**config.mk**
```make
export PLATFORM = sky130hd
export DESIGN_NAME = bumpy_move_controller_flat
export DESIGN_NICKNAME = d
export VERILOG_FILES = /design/src/rtl/bumpy_move_if.sv /design/src/rtl/bumpy_move_controller.sv /design/src/flat_wrapper.sv
export SDC_FILE = /design/constraint.sdc
export NUM_CORES = 1
export LEC_CHECK = 0
export ABC_AREA = 1
export BUFFER_PORTS_ARGS = -buffer_cell sky130_fd_sc_hd__buf_2
export CAP_MARGIN = 20
export CORE_UTILIZATION = 55
export CTS_CLUSTER_DIAMETER = 60
export DETAILED_ROUTE_END_ITERATION = 10
export GPL_ROUTABILITY_DRIVEN = 0
export GPL_TIMING_DRIVEN = 0
export PLACE_DENSITY_LB_ADDON = 0.25
export SYNTH_ARGS = -nofsm -noshare
export SYNTH_HDL_FRONTEND = slang
export SYNTH_SLANG_ARGS = --single-unit
```
**constraint.sdc**
```tcl
create_clock -name clk -period 2.25 [get_ports clk]
set_clock_uncertainty 0.15 [all_clocks]
set_input_delay 0.45 -clock clk [delete_from_list [all_inputs] [get_ports clk]]
set_output_delay 0.45 -clock clk [all_outputs]
set_load 0.005 [all_outputs]
```
**src/rtl/bumpy_move_if.sv**
```systemverilog
// Handshake bundle between the frame/collision path and the Bumpy move controller.
// master drives frame/collision/key inputs; slave is the controller producing the position.
interface bumpy_move_if;
    logic        startOfFrame;
    logic        collision;
    logic [3:0]  HitEdgeCode;
    logic        leftKey;
    logic        rightKey;
    logic        jumpKey;
    logic [10:0] topLeftX;
    logic [10:0] topLeftY;

    modport master (
        output startOfFrame, collision, HitEdgeCode, leftKey, rightKey, jumpKey,
        input  topLeftX, topLeftY
    );

    modport slave (
        input  startOfFrame, collision, HitEdgeCode, leftKey, rightKey, jumpKey,
        output topLeftX, topLeftY
    );
endinterface

```
**src/rtl/bumpy_move_controller.sv**
```systemverilog
// Per-frame physics for the Bumpy character: gathers edge hits over a frame, then
// updates speeds (gravity, bounce, jump, keys) and the fixed-point top-left position.
module bumpy_move_controller #(
    parameter int INITIAL_X    = 280,
    parameter int INITIAL_Y    = 185,
    parameter int FP_SHIFT     = 6,
    parameter int X_SPEED      = 128,
    parameter int GRAVITY      = 8,
    parameter int MAX_Y_SPEED  = 512,
    parameter int BOUNCE_SPEED = 320,
    parameter int JUMP_SPEED   = 512,
    parameter int SCREEN_W     = 640,
    parameter int SCREEN_H     = 480,
    parameter int OBJECT_W     = 32,
    parameter int OBJECT_H     = 32
) (
    input  logic         clk,
    input  logic         resetN,
    bumpy_move_if.slave  bus
);

    localparam logic signed [17:0] X_INIT = 18'(INITIAL_X << FP_SHIFT);
    localparam logic signed [17:0] Y_INIT = 18'(INITIAL_Y << FP_SHIFT);
    localparam logic signed [17:0] X_MAX  = 18'((SCREEN_W - OBJECT_W) << FP_SHIFT);
    localparam logic signed [17:0] Y_MAX  = 18'((SCREEN_H - OBJECT_H) << FP_SHIFT);
    localparam logic signed [11:0] VX     = 12'(X_SPEED);
    localparam logic signed [11:0] GRAV   = 12'(GRAVITY);
    localparam logic signed [11:0] VY_MAX = 12'(MAX_Y_SPEED);
    localparam logic signed [11:0] V_BNC  = 12'(BOUNCE_SPEED);
    localparam logic signed [11:0] V_JMP  = 12'(JUMP_SPEED);

    // Edge bit positions inside HitEdgeCode.
    localparam int E_BOTTOM = 0;
    localparam int E_RIGHT  = 1;
    localparam int E_TOP    = 2;
    localparam int E_LEFT   = 3;

    typedef enum logic [1:0] {ACCUM, SPEED, POS} state_t;

    state_t             state_q, state_d;
    logic signed [17:0] x_q, x_d, y_q, y_d;
    logic signed [11:0] vx_q, vx_d, vy_q, vy_d;
    logic [3:0]         hit_acc_q, hit_acc_d;
    logic [3:0]         frame_hits_q, frame_hits_d;
    logic               pend_bottom_q, pend_bottom_d;

    logic signed [11:0] vx_n, vy_n;
    logic signed [17:0] x_sum, y_sum;

    always_comb begin
        // NOTE: every comb output and temporary gets a default first so no path infers a latch.
        state_d       = state_q;
        x_d           = x_q;
        y_d           = y_q;
        vx_d          = vx_q;
        vy_d          = vy_q;
        hit_acc_d     = hit_acc_q;
        frame_hits_d  = frame_hits_q;
        pend_bottom_d = pend_bottom_q;
        vx_n          = '0;
        vy_n          = '0;
        x_sum         = '0;
        y_sum         = '0;

        // A collision coincident with the frame pulse opens the new frame's accumulator.
        if (state_q == ACCUM && bus.startOfFrame) begin
            frame_hits_d = hit_acc_q;
            hit_acc_d    = bus.collision ? bus.HitEdgeCode : 4'b0000;
        end else if (bus.collision) begin
            hit_acc_d = hit_acc_q | bus.HitEdgeCode;
        end

        case (state_q)
            ACCUM: begin
                if (bus.startOfFrame) state_d = SPEED;
            end

            SPEED: begin
                vy_n = vy_q + GRAV;
                if (vy_n > VY_MAX) vy_n = VY_MAX;
                if ((frame_hits_q[E_BOTTOM] || pend_bottom_q) && !vy_n[11])
                    vy_n = bus.jumpKey ? -V_JMP : -V_BNC;
                if (frame_hits_q[E_TOP] && vy_n[11]) vy_n = '0;

                unique case ({bus.leftKey, bus.rightKey})
                    2'b10:   vx_n = -VX;
                    2'b01:   vx_n = VX;
                    default: vx_n = '0;
                endcase
                if (frame_hits_q[E_LEFT] && vx_n[11]) vx_n = '0;
                if (frame_hits_q[E_RIGHT] && vx_n > 12'sd0) vx_n = '0;

                vx_d          = vx_n;
                vy_d          = vy_n;
                pend_bottom_d = 1'b0;
                state_d       = POS;
            end

            POS: begin
                x_sum = x_q + $signed({{6{vx_q[11]}}, vx_q});
                y_sum = y_q + $signed({{6{vy_q[11]}}, vy_q});

                if (x_sum < 18'sd0)      x_d = '0;
                else if (x_sum > X_MAX)  x_d = X_MAX;
                else                     x_d = x_sum;

                // Landing on the floor is remembered as a bottom hit for the next frame.
                if (y_sum < 18'sd0) begin
                    y_d  = '0;
                    vy_d = '0;
                end else if (y_sum >= Y_MAX) begin
                    y_d           = Y_MAX;
                    pend_bottom_d = 1'b1;
                end else begin
                    y_d = y_sum;
                end
                state_d = ACCUM;
            end

            default: state_d = ACCUM;
        endcase
    end

    // NOTE: only a handful of scalar registers here, so all of them take the async reset.
    always_ff @(posedge clk or negedge resetN) begin
        if (!resetN) begin
            state_q       <= ACCUM;
            x_q           <= X_INIT;
            y_q           <= Y_INIT;
            vx_q          <= '0;
            vy_q          <= '0;
            hit_acc_q     <= '0;
            frame_hits_q  <= '0;
            pend_bottom_q <= 1'b0;
        end else begin
            state_q       <= state_d;
            x_q           <= x_d;
            y_q           <= y_d;
            vx_q          <= vx_d;
            vy_q          <= vy_d;
            hit_acc_q     <= hit_acc_d;
            frame_hits_q  <= frame_hits_d;
            pend_bottom_q <= pend_bottom_d;
        end
    end

    assign bus.topLeftX = x_q[FP_SHIFT +: 11];
    assign bus.topLeftY = y_q[FP_SHIFT +: 11];

endmodule

```
**src/flat_wrapper.sv**
```systemverilog
// flat-port wrapper written by rule: the top's interface ports become plain ports
module bumpy_move_controller_flat 
#(
    parameter int INITIAL_X    = 280,
    parameter int INITIAL_Y    = 185,
    parameter int FP_SHIFT     = 6,
    parameter int X_SPEED      = 128,
    parameter int GRAVITY      = 8,
    parameter int MAX_Y_SPEED  = 512,
    parameter int BOUNCE_SPEED = 320,
    parameter int JUMP_SPEED   = 512,
    parameter int SCREEN_W     = 640,
    parameter int SCREEN_H     = 480,
    parameter int OBJECT_W     = 32,
    parameter int OBJECT_H     = 32
)
  (clk, resetN, bus_startOfFrame, bus_collision, bus_HitEdgeCode, bus_leftKey, bus_rightKey, bus_jumpKey, bus_topLeftX, bus_topLeftY);
  bumpy_move_if bus_i ();
  input  logic clk;
  input  logic resetN;
  input wire logic [$bits(bus_i.startOfFrame)-1:0] bus_startOfFrame;
  input wire logic [$bits(bus_i.collision)-1:0] bus_collision;
  input wire logic [$bits(bus_i.HitEdgeCode)-1:0] bus_HitEdgeCode;
  input wire logic [$bits(bus_i.leftKey)-1:0] bus_leftKey;
  input wire logic [$bits(bus_i.rightKey)-1:0] bus_rightKey;
  input wire logic [$bits(bus_i.jumpKey)-1:0] bus_jumpKey;
  output wire logic [$bits(bus_i.topLeftX)-1:0] bus_topLeftX;
  output wire logic [$bits(bus_i.topLeftY)-1:0] bus_topLeftY;
  assign bus_i.startOfFrame = bus_startOfFrame;
  assign bus_i.collision = bus_collision;
  assign bus_i.HitEdgeCode = bus_HitEdgeCode;
  assign bus_i.leftKey = bus_leftKey;
  assign bus_i.rightKey = bus_rightKey;
  assign bus_i.jumpKey = bus_jumpKey;
  assign bus_topLeftX = bus_i.topLeftX;
  assign bus_topLeftY = bus_i.topLeftY;
  bumpy_move_controller #(.INITIAL_X(INITIAL_X), .INITIAL_Y(INITIAL_Y), .FP_SHIFT(FP_SHIFT), .X_SPEED(X_SPEED), .GRAVITY(GRAVITY), .MAX_Y_SPEED(MAX_Y_SPEED), .BOUNCE_SPEED(BOUNCE_SPEED), .JUMP_SPEED(JUMP_SPEED), .SCREEN_W(SCREEN_W), .SCREEN_H(SCREEN_H), .OBJECT_W(OBJECT_W), .OBJECT_H(OBJECT_H)) u_core (.clk(clk), .resetN(resetN), .bus(bus_i));
endmodule
```
==> results of run 1 <==
## registers in the layout, indices dropped and copies added, names as in the netlist
name,cells
u_core.frame_hits_q,4
u_core.vx_q,2
u_core.vy_q,9
u_core.y_q,14
u_core.x_q,10
u_core.hit_acc_q,4
u_core.state_q,2
u_core.pend_bottom_q,1
## path summary, 6_finish.rpt
path	from	to	slack, ns	cells after the start
max	u_core.vy_q[11]	u_core.y_q[10]	-0.02	14
min	bus_HitEdgeCode[3]	u_core.hit_acc_q[3]	0.21	3
max reg2reg	u_core.vy_q[11]	u_core.y_q[10]	-0.02	14
min reg2reg	u_core.y_q[3]	u_core.y_q[3]	0.36	2
max in group asynchronous	resetN	u_core.y_q[11]	1.03	3
min in group asynchronous	resetN	u_core.vy_q[6]	0.39	2
## cell type report
class	instances	area, µm²	area share [%]
buffer	15	105	2.22
timing repair buffer	53	343	7.23
clock inverter	2	13.8	0.290
clock buffer	6	72.6	1.53
sequential	46	1170	24.6
tap	77	96.3	2.03
inverter	81	304	6.41
multi-input combinational	412	2640	55.7
## what timing repair did
action	CTS	global route
hold buffers	0	1
setup buffers	7	13
gates cloned	1	1
pin swaps	11	26
resized for setup	28	71
endpoints found under the setup margin	31	31
hold endpoints to repair	0	6
## through the flow
| step | hold WS, ns | power [µW] | setup TNS (ns) | area (µm²) |
|---|---|---|---|---|
| 2_1_floorplan | 0.00441 | 3970 | 0 | 3720 |
| 3_3_place_gp | 0.316 | 4630 | -1.85 | 3980 |
| 3_5_place_dp | 0.323 | 4750 | -3.78 | 3980 |
| 4_1_cts | 0.200 | 5650 | -0.0538 | 4290 |
| 5_1_grt | 0.228 | 7150 | -2.32 | 4740 |
| 6_report | 0.208 | 6590 | -0.0793 | 4740 |
## logic make-up (layout without fill, tap and decap cells)
group | count (synthesis) | after routing | synth area share, %
fa+ha+maj | 30 | 30 | 10.3
buf+inv | 96 | 157 | 11.0
simple gates | 325 | 327 | 38.1
xor+xnor | 13 | 13 | 3.06
other cells | 1 | 1 | 0.101
flops | 46 | 46 | 31.2
compound gates | 41 | 41 | 6.29
## power groups by stage
stage / clock network (µW) / logic (µW) / registers (µW)
after floorplan: 0 / 2560 / 1410
after global placement: 0 / 3150 / 1480
after detailed placement: 0 / 3250 / 1500
after CTS: 511 / 3610 / 1520
after global routing: 553 / 4990 / 1610
final: 499 / 4530 / 1570
## tightest hold or removal path, cell delays in order
cell and delay, ns:
buf_2 0.07, nand2_1 0.04, o21ai_0 0.06
## per-layer routing
| metal | vias up | routed length, µm |
|---|---|---|
| li1 | 1854 | - |
| met1 | 1711 | 4140 |
| met2 | 108 | 4690 |
| met3 | 18 | 382 |
| met4 | 0 | 138 |
| met5 | - | 0 |
## placed cells by master (no fill, tap or decap), drive strengths merged, types with 2 or more instances in the layout
cell / count
nand3b: 3
clkinv: 2
xnor2: 3
inv: 81
clkbuf: 8
ha: 29
dfrtp: 38
o21ai: 19
dfstp: 8
a21oi: 19
buf: 65
nor3: 5
nand3: 44
nand4: 12
nand2: 216
xor2: 10
nor2: 45
==> flow_summary.ini, run 1 <==
[floorplan]
start_util_pct = 57.9
die_h_um = 84.3
rows = 29
core-area_um2 = 6420
io_pins = 33
die-area_um2 = 7100
die_w_um = 84.3

[pwr]
switching_power_uw = 3270
power.internal_uw = 3330
p_per_area_nw_per_um2 = 1390
switching_share_pct = 49.5
p_comb_share_pct = 68.7
p_clk_share_pct = 7.6
ir_worst_vdd_v = 0.000705
power_leakage_uw = 0.00255
seqPwrFrac_pct = 23.8

[cts]
cts.path.max_buffers = 2
cts_tree = done
cts_buffers = 5
clkTransAtPathRegs_ns = 0.09
clock-sinks = 46
h-tree-depth = 2
clk_latency_ns = 0.30
root_buffer = clkbuf_8

[global_route]
top_usage_layer = met2
overflow = 0
met3_usage_pct = 2.85
grt_max_degree = 47
grtUsageMet1_pct = 32.9
gr-usage-all-layers_pct = 25.2
grt_use_met2_pct = 43.9
grt_pass1_wl_um = 14500
grt_pass1_vias = 3304
antenna_found_initial = 0

[logic_synthesis]
synth_common_cells = nand2_1, inv_1, nand3_1, dfrtp_1, nor2_1
synthesis.area_um2 = 3720
synth_most_common_cell = nand2_1
synthArstFlopShare_pct = 100
synth_cells = 552
synthesis.nets = 593
yosysTopAreaCellShare_pct = 25.6
synth_ff_type = dfrtp_1
ys_seq_area_share_pct = 31.2
ys_ff_latch = 46
avgSynthCellArea_um2 = 6.74
synth_top_area_cell = dfrtp_1
synth_area_leaders = dfrtp_1, nand2_1, ha_1
synth.distinct_cells = 35
synth_edf_count = 0
ys.warnings.count = 0

[place]
pre_cts_ws_ns = -0.185
dp_hpwl_um = 6380
dp_cells = 660
io_buffers = 31

[detailed_routing]
post_drt_wl_per_cell_um = 13.5
totalWireLength_um = 9350
drc_errors = 4
viasPerCell = 5.33
ant_nets = 0
drt_iter0_markers = 159
detail_route.first_pass.iterations = 8
vias = 3691

[final_layout]
fill_cells = 482
area_delta_synth_final_pct = 27.5
antenna_cells = 0
drive_above_1_share_pct = 30.1
final_util_pct = 73.9
fin_nets = 655
fin_cells = 692

[critical_path]
cp-end-kind = flip-flop
worst-endpoint-required_ns = 2.34
start_kind = flip-flop
crit_fanout = 7
critPathMaxStageDelay_ns = 0.54
arrival_ns = 2.37
path_class = reg -> reg
critical-path-top-delay-family = simple AND/OR/NAND/NOR gates
cp_num_buf_inv = 2
path_cells = ha_4 -> nand2_2 -> inv_1 -> nand2_2 -> nand2_1 -> a21oi_2 -> buf_4 -> nand3_2 -> nand2_2 -> nor2_4 -> nand2_4 -> nor2_8 -> nand2_1 -> nand2_1
worst_path_max_delay_cell = dfrtp_2

[timing]
fin_ws_ns = -0.0240
hold_violations = 0
setup_viol = 5
fin_crit_ns = 2.27
final_max_slew_viol_count = 0
fmax_ghz = 0.440
rsz0062_at_grt = yes
finalCritPeriodShare_pct = 101

[worst_hold_path]
min_path_type = in -> reg

[run_status]
status = finished with violations
violations = design-rule violations, negative setup slack

[job]
cap_viol_max_count = 0
No activity file was read; power rests on OpenSTA's default activity.
==> inputs of run 2 (changes only) <==
--- a/config.mk
+++ b/config.mk
@@ -14,6 +14,7 @@
 export GPL_ROUTABILITY_DRIVEN = 0
 export GPL_TIMING_DRIVEN = 0
 export PLACE_DENSITY_LB_ADDON = 0.25
+export SKIP_LAST_GASP = 1
 export SYNTH_ARGS = -nofsm -noshare
 export SYNTH_HDL_FRONTEND = slang
 export SYNTH_SLANG_ARGS = --single-unit
==> flow_summary.ini, run 2 (synthesis results as in run 1) <==
[place]
place_area_um2 = 3980
dp_hpwl_um = 6380
io_buffers = 31

[critical_path]
worst-endpoint-required_ns = 2.34
cp-end-kind = flip-flop
critical-path-top-delay-family = simple AND/OR/NAND/NOR gates
crit_fanout = 7
cp_num_buf_inv = 2
worst_path_max_delay_cell = dfrtp_2
path_class = reg -> reg
cp_num_cells = 14
arrival_ns = 2.37
critPathMaxStageDelay_ns = 0.54
rr_worst_depth = 14
path_cells = ha_4 -> nand2_2 -> inv_1 -> nand2_2 -> nand2_1 -> a21oi_2 -> buf_4 -> nand3_2 -> nand2_2 -> nor2_4 -> nand2_4 -> nor2_8 -> nand2_1 -> nand2_1
start_kind = flip-flop

[timing]
fin_tns_setup_ns = -0.0712
finalCritPeriodShare_pct = 101
final_max_slew_viol_count = 0
hold_violations = 0
fin_crit_ns = 2.27
rsz0062_at_grt = yes
fmax_ghz = 0.440
fin_ws_ns = -0.0225
setup_viol = 5

[floorplan]
die-area_um2 = 7100
rows = 29
start_util_pct = 57.9
die_w_um = 84.3
io_pins = 33
core-area_um2 = 6420
die_h_um = 84.3

[final_layout]
fin_area_um2 = 4740
fin_nets = 655
final_common_cell = nand2_1
multiInputGateArea_um2 = 2640
largest_register_ffs = 14
fill_cells = 481
register_area_um2 = 1170
area_delta_synth_final_pct = 27.4
drive_above_1_share_pct = 30.1
top_regs = u_core.y_q: 14 flops, u_core.x_q: 10 flops, u_core.vy_q: 9 flops
final_util_pct = 73.8
final_cell_mix = nand2_1, inv_1, dfrtp_1, nand3_1, buf_4
regMostFlops = u_core.y_q
antenna_cells = 0

[job]
cap_viol_max_count = 0

[pwr]
total_power_uw = 6600
p_per_area_nw_per_um2 = 1390
ir_worst_vdd_v = 0.000710
power_leakage_uw = 0.00255

[run_status]
status = finished with violations
violations = design-rule violations, negative setup slack

[cts]
clkTransAtPathRegs_ns = 0.09
clock-sinks = 46
clk_latency_ns = 0.30
root_buffer = clkbuf_8
cts_buffers = 5
h-tree-depth = 2
cts_tree = done
cts.path.max_buffers = 2

[worst_hold_path]
min_path_cells = 3
min_path_type = in -> reg

[detailed_routing]
top_layer = met4
drt_iter0_markers = 159
vias = 3686
totalWireLength_um = 9400
detail_route.first_pass.iterations = 9
viasPerCell = 5.33
wl_met2_um = 4710
post_drt_wl_per_cell_um = 13.6
drt-met1-wl_um = 4230
dr_wl_met3_um = 329
drc_errors = 4
ant_nets = 0

[global_route]
overflow = 0
gr-usage-all-layers_pct = 25.2
antenna_found_initial = 0
grt_max_degree = 47
grt_pass1_wl_um = 14500
grt_pass1_vias = 3304
[run 2: cell counts in the layout (fill, tap and decap cells not counted)]
No cell type changed its count.
[run 2: where the power goes]
group | leakage [µW] | internal, µW | switching [µW]
combinational | 0.00194 | 1930 | 2610
sequential | 0.000566 | 1180 | 389
clock | 0.0000452 | 220 | 279
total | 0.00255 | 3320 | 3270
[run 2: final timing paths]
check / startpoint / endpoint / slack [ns]
max in group asynchronous: resetN / u_core.y_q[11] / 1.02
worst max register to register: u_core.vy_q[11] / u_core.y_q[10] / -0.02
worst min register to register: u_core.y_q[3] / u_core.y_q[3] / 0.36
worst min-delay path: bus_HitEdgeCode[3] / u_core.hit_acc_q[3] / 0.21
min in group asynchronous: resetN / u_core.vy_q[6] / 0.39
worst max-delay path: u_core.vy_q[11] / u_core.y_q[10] / -0.02
[run 2: cell type report]
cell class	count	share of cell area, %
multi-input cells	412	55.8
flip-flops and latches	46	24.6
repair buffers	53	7.15
inverters	81	6.41
plain buffers	15	2.22
well taps	77	2.03
clock buffers	6	1.53
clock inverters	2	0.290
[run 2: what timing repair did]
item	4_1_cts	5_1_grt
cloned	1	1
hold buffers	0	1
buffers inserted	7	13
setup endpoints to repair	31	31
gates resized for setup	28	70
pin swaps	11	26
endpoints found under the hold margin	0	6
[run 2: layer usage]
layer	global-route usage (%)	vias up
met3	2.85	14
met5	0	-
met1	32.9	1716
li1	-	1855
met2	43.9	101
met4	7.84	0
[run 2: through the flow]
step | hold slack, ns | cells | setup slack, ns
final | 0.207 | 692 | -0.0225
after global routing | 0.228 | 692 | -0.138
after CTS | 0.200 | 676 | -0.0354
after detailed placement | 0.323 | 660 | -0.185
after global placement | 0.316 | 660 | -0.119
after floorplan | 0.00441 | 552 | 0.0410
[run 2: worst reg2reg max path, cell delays in order (launching register included)]
cell and delay, ns:
dfrtp_2 0.54, ha_4 0.36, nand2_2 0.08, inv_1 0.08, nand2_2 0.06, nand2_1 0.09
a21oi_2 0.05, buf_4 0.13, nand3_2 0.05, nand2_2 0.08, nor2_4 0.13, nand2_4 0.11
nor2_8 0.16, nand2_1 0.08, nand2_1 0.06
